**config.mk**
```make
export PLATFORM = sky130hd
export DESIGN_NAME = pipe_hazard_ctrl_flat
export DESIGN_NICKNAME = d
export VERILOG_FILES = /design/src/rtl/pipe_hazard_if.sv /design/src/rtl/pipe_hazard_ctrl.sv /design/src/flat_wrapper.sv
export SDC_FILE = /design/constraint.sdc
export NUM_CORES = 1
export LEC_CHECK = 0
export ABC_AREA = 1
export CAP_MARGIN = 20
export CELL_PAD_IN_SITES_DETAIL_PLACEMENT = 1
export CELL_PAD_IN_SITES_GLOBAL_PLACEMENT = 1
export CORE_MARGIN = 2
export CORE_UTILIZATION = 25
export DETAILED_ROUTE_END_ITERATION = 10
export PLACE_DENSITY = 0.82
export SYNTH_ARGS = -nofsm -noshare
export SYNTH_HDL_FRONTEND = slang
export SYNTH_SLANG_ARGS = --single-unit
export TNS_END_PERCENT = 1
```
**constraint.sdc**
```tcl
create_clock -name clk -period 1.48 [get_ports clk]
set_input_delay 0.296 -clock clk [delete_from_list [all_inputs] [get_ports clk]]
set_output_delay 0.296 -clock clk [all_outputs]
set_load 0.05 [all_outputs]
```
**src/rtl/pipe_hazard_if.sv**
```systemverilog
// Hazard-control bundle between the pipeline datapath (master) and the
// IF/ID / PC stall sequencer (slave).
interface pipe_hazard_if;
    logic [31:0] inst_i;
    logic        idex_memread;
    logic [4:0]  idex_rt;
    logic        mul_done_i;
    logic        pc_write;
    logic        ifid_write;
    logic        ifid_flush;
    logic        idex_flush;
    logic        busy;
    logic [1:0]  state_o;

    modport master (
        output inst_i, idex_memread, idex_rt, mul_done_i,
        input  pc_write, ifid_write, ifid_flush, idex_flush, busy, state_o
    );

    modport slave (
        input  inst_i, idex_memread, idex_rt, mul_done_i,
        output pc_write, ifid_write, ifid_flush, idex_flush, busy, state_o
    );
endinterface

```
**src/rtl/pipe_hazard_ctrl.sv**
```systemverilog
// Hazard/stall sequencer for the 5-stage MIPS pipeline: inserts IF/ID NOP bubbles
// for branches, jumps and multi-cycle mul, and stalls on load-use hazards.
//
// state    | meaning
// IDLE     | normal issue; load-use stalls and sequence starts are decided here
// BR_WAIT  | issuing remaining beq/bne bubbles
// J_WAIT   | issuing remaining j bubbles
// MUL_WAIT | bubbling until mul_done_i or the mul timeout
module pipe_hazard_ctrl #(
    parameter int BR_BUBBLES = 2,
    parameter int J_BUBBLES  = 1,
    parameter int MUL_CYCLES = 34
) (
    input logic          clk,
    input logic          rst,
    pipe_hazard_if.slave hz
);
    typedef enum logic [1:0] {
        IDLE     = 2'd0,
        BR_WAIT  = 2'd1,
        J_WAIT   = 2'd2,
        MUL_WAIT = 2'd3
    } state_t;

    localparam logic [5:0] BR_LAST  = 6'(BR_BUBBLES - 1);
    localparam logic [5:0] J_LAST   = 6'(J_BUBBLES - 1);
    localparam logic [5:0] MUL_LAST = 6'(MUL_CYCLES - 1);

    state_t     st;
    state_t     st_nxt;
    logic [5:0] cnt;
    logic [5:0] cnt_nxt;

    logic [5:0] op;
    logic [4:0] rs;
    logic [4:0] rt;
    logic [5:0] funct;
    logic       dec_br;
    logic       dec_jmp;
    logic       dec_mul;
    logic       dec_lu;
    logic       unused_bits;

    logic pc_write;
    logic ifid_write;
    logic ifid_flush;
    logic idex_flush;

    assign op    = hz.inst_i[31:26];
    assign rs    = hz.inst_i[25:21];
    assign rt    = hz.inst_i[20:16];
    assign funct = hz.inst_i[5:0];
    // rd/shamt carry no hazard information
    assign unused_bits = ^hz.inst_i[15:6];

    assign dec_br  = (op == 6'd4) || (op == 6'd5);
    assign dec_jmp = (op == 6'd2);
    assign dec_mul = (op == 6'd0) && (funct == 6'd25);
    assign dec_lu  = hz.idex_memread && (hz.idex_rt != 5'd0) &&
                     ((hz.idex_rt == rs) || (hz.idex_rt == rt));

    always_ff @(posedge clk) begin
        if (rst) begin
            st  <= IDLE;
            cnt <= '0;
        end else begin
            st  <= st_nxt;
            cnt <= cnt_nxt;
        end
    end

    always_comb begin
        pc_write   = 1'b1;
        ifid_write = 1'b1;
        ifid_flush = 1'b0;
        idex_flush = 1'b0;
        st_nxt     = st;
        cnt_nxt    = cnt;
        if (!rst) begin
            case (st)
                IDLE: begin
                    if (dec_lu) begin
                        pc_write   = 1'b0;
                        ifid_write = 1'b0;
                        idex_flush = 1'b1;
                    end else if (dec_mul) begin
                        ifid_flush = 1'b1;
                        if (MUL_CYCLES == 1) begin
                            pc_write = 1'b1;
                        end else begin
                            pc_write = 1'b0;
                            st_nxt   = MUL_WAIT;
                            cnt_nxt  = 6'd1;
                        end
                    end else if (dec_br) begin
                        ifid_flush = 1'b1;
                        if (BR_BUBBLES == 1) begin
                            pc_write = 1'b1;
                        end else begin
                            pc_write = 1'b0;
                            st_nxt   = BR_WAIT;
                            cnt_nxt  = 6'd1;
                        end
                    end else if (dec_jmp) begin
                        ifid_flush = 1'b1;
                        if (J_BUBBLES == 1) begin
                            pc_write = 1'b1;
                        end else begin
                            pc_write = 1'b0;
                            st_nxt   = J_WAIT;
                            cnt_nxt  = 6'd1;
                        end
                    end
                end
                BR_WAIT, J_WAIT: begin
                    ifid_flush = 1'b1;
                    if (cnt == ((st == BR_WAIT) ? BR_LAST : J_LAST)) begin
                        pc_write = 1'b1;
                        st_nxt   = IDLE;
                        cnt_nxt  = '0;
                    end else begin
                        pc_write = 1'b0;
                        cnt_nxt  = cnt + 6'd1;
                    end
                end
                MUL_WAIT: begin
                    ifid_flush = 1'b1;
                    // done pulse and timeout both force exit, so cnt never wraps
                    if (hz.mul_done_i || (cnt == MUL_LAST)) begin
                        pc_write = 1'b1;
                        st_nxt   = IDLE;
                        cnt_nxt  = '0;
                    end else begin
                        pc_write = 1'b0;
                        cnt_nxt  = cnt + 6'd1;
                    end
                end
                default: begin
                    st_nxt  = IDLE;
                    cnt_nxt = '0;
                end
            endcase
        end
    end

    assign hz.pc_write   = pc_write;
    assign hz.ifid_write = ifid_write;
    assign hz.ifid_flush = ifid_flush;
    assign hz.idex_flush = idex_flush;
    // st can still be non-IDLE in the first reset cycle; mask it
    assign hz.busy       = !rst && (st != IDLE);
    assign hz.state_o    = rst ? 2'd0 : st;
endmodule
```
**src/flat_wrapper.sv**
```systemverilog
// flat-port wrapper written by rule: the top's interface ports become plain ports
module pipe_hazard_ctrl_flat 
#(
    parameter int BR_BUBBLES = 2,
    parameter int J_BUBBLES  = 1,
    parameter int MUL_CYCLES = 34
)
  (clk, rst, hz_inst_i, hz_idex_memread, hz_idex_rt, hz_mul_done_i, hz_pc_write, hz_ifid_write, hz_ifid_flush, hz_idex_flush, hz_busy, hz_state_o);
  pipe_hazard_if hz_i ();
  input logic clk;
  input logic rst;
  input wire logic [$bits(hz_i.inst_i)-1:0] hz_inst_i;
  input wire logic [$bits(hz_i.idex_memread)-1:0] hz_idex_memread;
  input wire logic [$bits(hz_i.idex_rt)-1:0] hz_idex_rt;
  input wire logic [$bits(hz_i.mul_done_i)-1:0] hz_mul_done_i;
  output wire logic [$bits(hz_i.pc_write)-1:0] hz_pc_write;
  output wire logic [$bits(hz_i.ifid_write)-1:0] hz_ifid_write;
  output wire logic [$bits(hz_i.ifid_flush)-1:0] hz_ifid_flush;
  output wire logic [$bits(hz_i.idex_flush)-1:0] hz_idex_flush;
  output wire logic [$bits(hz_i.busy)-1:0] hz_busy;
  output wire logic [$bits(hz_i.state_o)-1:0] hz_state_o;
  assign hz_i.inst_i = hz_inst_i;
  assign hz_i.idex_memread = hz_idex_memread;
  assign hz_i.idex_rt = hz_idex_rt;
  assign hz_i.mul_done_i = hz_mul_done_i;
  assign hz_pc_write = hz_i.pc_write;
  assign hz_ifid_write = hz_i.ifid_write;
  assign hz_ifid_flush = hz_i.ifid_flush;
  assign hz_idex_flush = hz_i.idex_flush;
  assign hz_busy = hz_i.busy;
  assign hz_state_o = hz_i.state_o;
  pipe_hazard_ctrl #(.BR_BUBBLES(BR_BUBBLES), .J_BUBBLES(J_BUBBLES), .MUL_CYCLES(MUL_CYCLES)) u_core (.clk(clk), .rst(rst), .hz(hz_i));
endmodule
```
==> out/qor.txt <==
Share of layout cells above drive strength 1 = 0.4692
Num Clock Sinks = 8
First-pass DRT Iterations = 4
Vias/cell = 4.773
Avg WL per Cell = 16.00 um
Synth top cells by count = nand2_1, inv_1, nor2_1, nand3_1, dfxtp_1
Sequential area share after synthesis = 0.1673
Die Y = 65.88 um
Post-synth EDFFs = 0
Synthesized flop and latch total = 8
GR Overflow Total = 0
Num ports = 48
GP Congestion = 0.7422
Final setup viols = 13
Ant. Diodes = 0
CTS Buf Count = 3
Largest net degree at the start of global routing = 11
Crit path launch = u_core.st[1]$_SDFFE_PP0P_
Hold Crit Start = u_core.cnt[3]$_SDFFE_PP0P_
Synth warn = 0
P_leak = 0.001031 uW
Mapped Nets = 224
Vias = 1470
Pre-CTS setup slack = -0.6915 ns
Crit share post-route = 1.264
Minimum clock period = 1.870 ns
Clock Path Buffers = 2
Worst skew pair latency = 0.23 ns
Slew Limit Fails = 0
Max Fclk = 0.5346 GHz
CTS tree = done
ANT nets after route = 0
Detailed placer's ending HPWL = 2.825 mm
Core box area = 3661 um2
Metal-1 WL = 1.847 mm
Routed length on met3 = 167 um
Number of global-route vias before repair = 1583
Endpoints failing hold = 0
Max_slew headroom = 0.8440
Ys flop type = dfxtp_1
Crit start category = flip-flop
Num rows = 22
Distinct cells, synth = 20
Initial cell density of the core = 0.2614
Worst Setup End Kind = output pin
Max Used Layer = met4
Root Driver = clkbuf_8
PortBufs = 37
Worst hold path type = flip-flop to flip-flop
# DRC = 0
Slack of the critical path = -0.3905 ns
Setup TNS = -1.905 ns
Final WL = 4.927 mm
Area leader, netlist = nand2_1
Mapped cell area = 957.2 um2
Metal2 WL = 2.800 mm
Fraction of registers with async set/reset = 0
GRT Total Usage = 0.2195
WP data arrival = 1.57 ns
CP required = 1.18 ns
Initial antenna violation count = 0
Reg-to-Reg Start = u_core.cnt[0]$_SDFFE_PP0P_
Crit path max fanout = 4
Max cap viols = 0
Top-count cell post-synth = nand2_1
Synth top area cells = nand2_1, dfxtp_1, inv_1, nor2_1, ha_1
Overall die area = 4340 um2
Worst slew pin tran = 0.2332 ns
Area share of the leading cell type in the synthesized netlist = 0.2078
Area Overhead vs Synth = 111.0%
Post-synthesis cell count = 177
Worst Setup Path Type = flip-flop to output pin
Clk slew on worst S/H paths = 0.04 ns
DIE WIDTH = 65.88 um
H-tree Lvls = 1
DRT iter0 DRCs = 47
VDD IR max = 0.6821 mV
Outcome = finished, violations left
RSZ-0062 raised after global routing = true
Fin Clk Skew = 0.001831 ns
Syn avg cell area = 5.408 um2
First-pass GRT wire length = 7.286 mm
Failing checks = negative setup slack
Power density over the cells = 1115 nW/um2
Post-layout net count = 309
-- worst max-delay path: stages, from the launching register on --
cell	delay, ns
dfxtp_4	0.35
inv_4	0.08
buf_4	0.12
ha_4	0.14
inv_4	0.05
buf_4	0.15
a22oi_2	0.19
nand2_2	0.09
buf_12	0.16
-- placed cells by master (no fill, tap or decap), types with 3 or more instances in the layout --
master and n:
a21oi_1 3, buf_12 6, buf_2 4, buf_4 41, buf_6 4, clkbuf_8 3
clkdlybuf4s15_2 5, dfxtp_1 4, dlygate4sd2_1 14, ha_4 3, inv_1 24, inv_2 11
nand2_1 43, nand2_2 8, nand3_1 9, nand3_2 6, nand4_1 5, nor2_1 20
nor2_2 4, nor2_4 4
-- layer usage --
layer,up-vias,GRT usage
li1,709,-
met1,713,0.2397
met2,36,0.4293
met3,12,0.03578
met4,0,0.05729
met5,-,0
-- power by group --
group	internal (uW)	switching [uW]	total, uW
registers	277	63.0	340
logic	726	912	1640
clock network	177	96.9	274
total	1180	1070	2250
-- logic make-up (layout without fill, tap and decap cells) --
logic type,Yosys count,in the layout,synth area share
AND/OR/NAND/NOR,111,111,0.5007
buffers and inverters,39,122,0.1608
AO/OA/AOI/OAI,8,8,0.04707
flip-flops,8,8,0.1673
adder cells (fa/ha/maj),6,6,0.07843
XOR/XNOR,5,5,0.04576
-- state kept, by name, summed over array words and instances (netlist names) --
name and count:
u_core.st 2, u_core.cnt 6
-- metrics by stage --
stage	std cells	area, um2	utilization	power, uW	hold slack, ns
after floorplan	177	977.2	-	950.7	0.5218
after global routing	308	2019	0.5516	2372	0.6687
after global placement	286	1642	0.4484	1482	0.5512
after detailed placement	286	1642	0.4484	1526	0.5689
after CTS	306	1966	0.5369	2017	0.5889
final	308	2019	0.5516	2252	0.5844
-- final cells by class --
| type | count | area (um2) |
|---|---|---|
| clock buffers | 3 | 41.29 |
| repair buffers | 81 | 734.5 |
| well taps | 48 | 60.06 |
| fillers | 466 | 1642 |
| inverters | 38 | 147.6 |
| flip-flops and latches | 8 | 170.2 |
| multi-input cells | 130 | 865.8 |
-- final timing paths --
| path | to | slack (ns) | cells past startpoint |
|---|---|---|---|
| max | hz_pc_write | -0.39 | 8 |
| min | u_core.cnt[3]$_SDFFE_PP0P_ | 0.58 | 4 |
| max reg2reg | u_core.cnt[5]$_SDFFE_PP0P_ | -0.15 | 9 |
| min reg2reg | u_core.cnt[3]$_SDFFE_PP0P_ | 0.58 | 4 |
-- repair_timing --
item                       in CTS  in global routing
setup buffers                  17                  2
setup endpoints to repair      15                 15
resized for setup             111                 17
hold buffers                    0                  0
pin swaps                      34                 16
(Power assumes the default switching activity.)
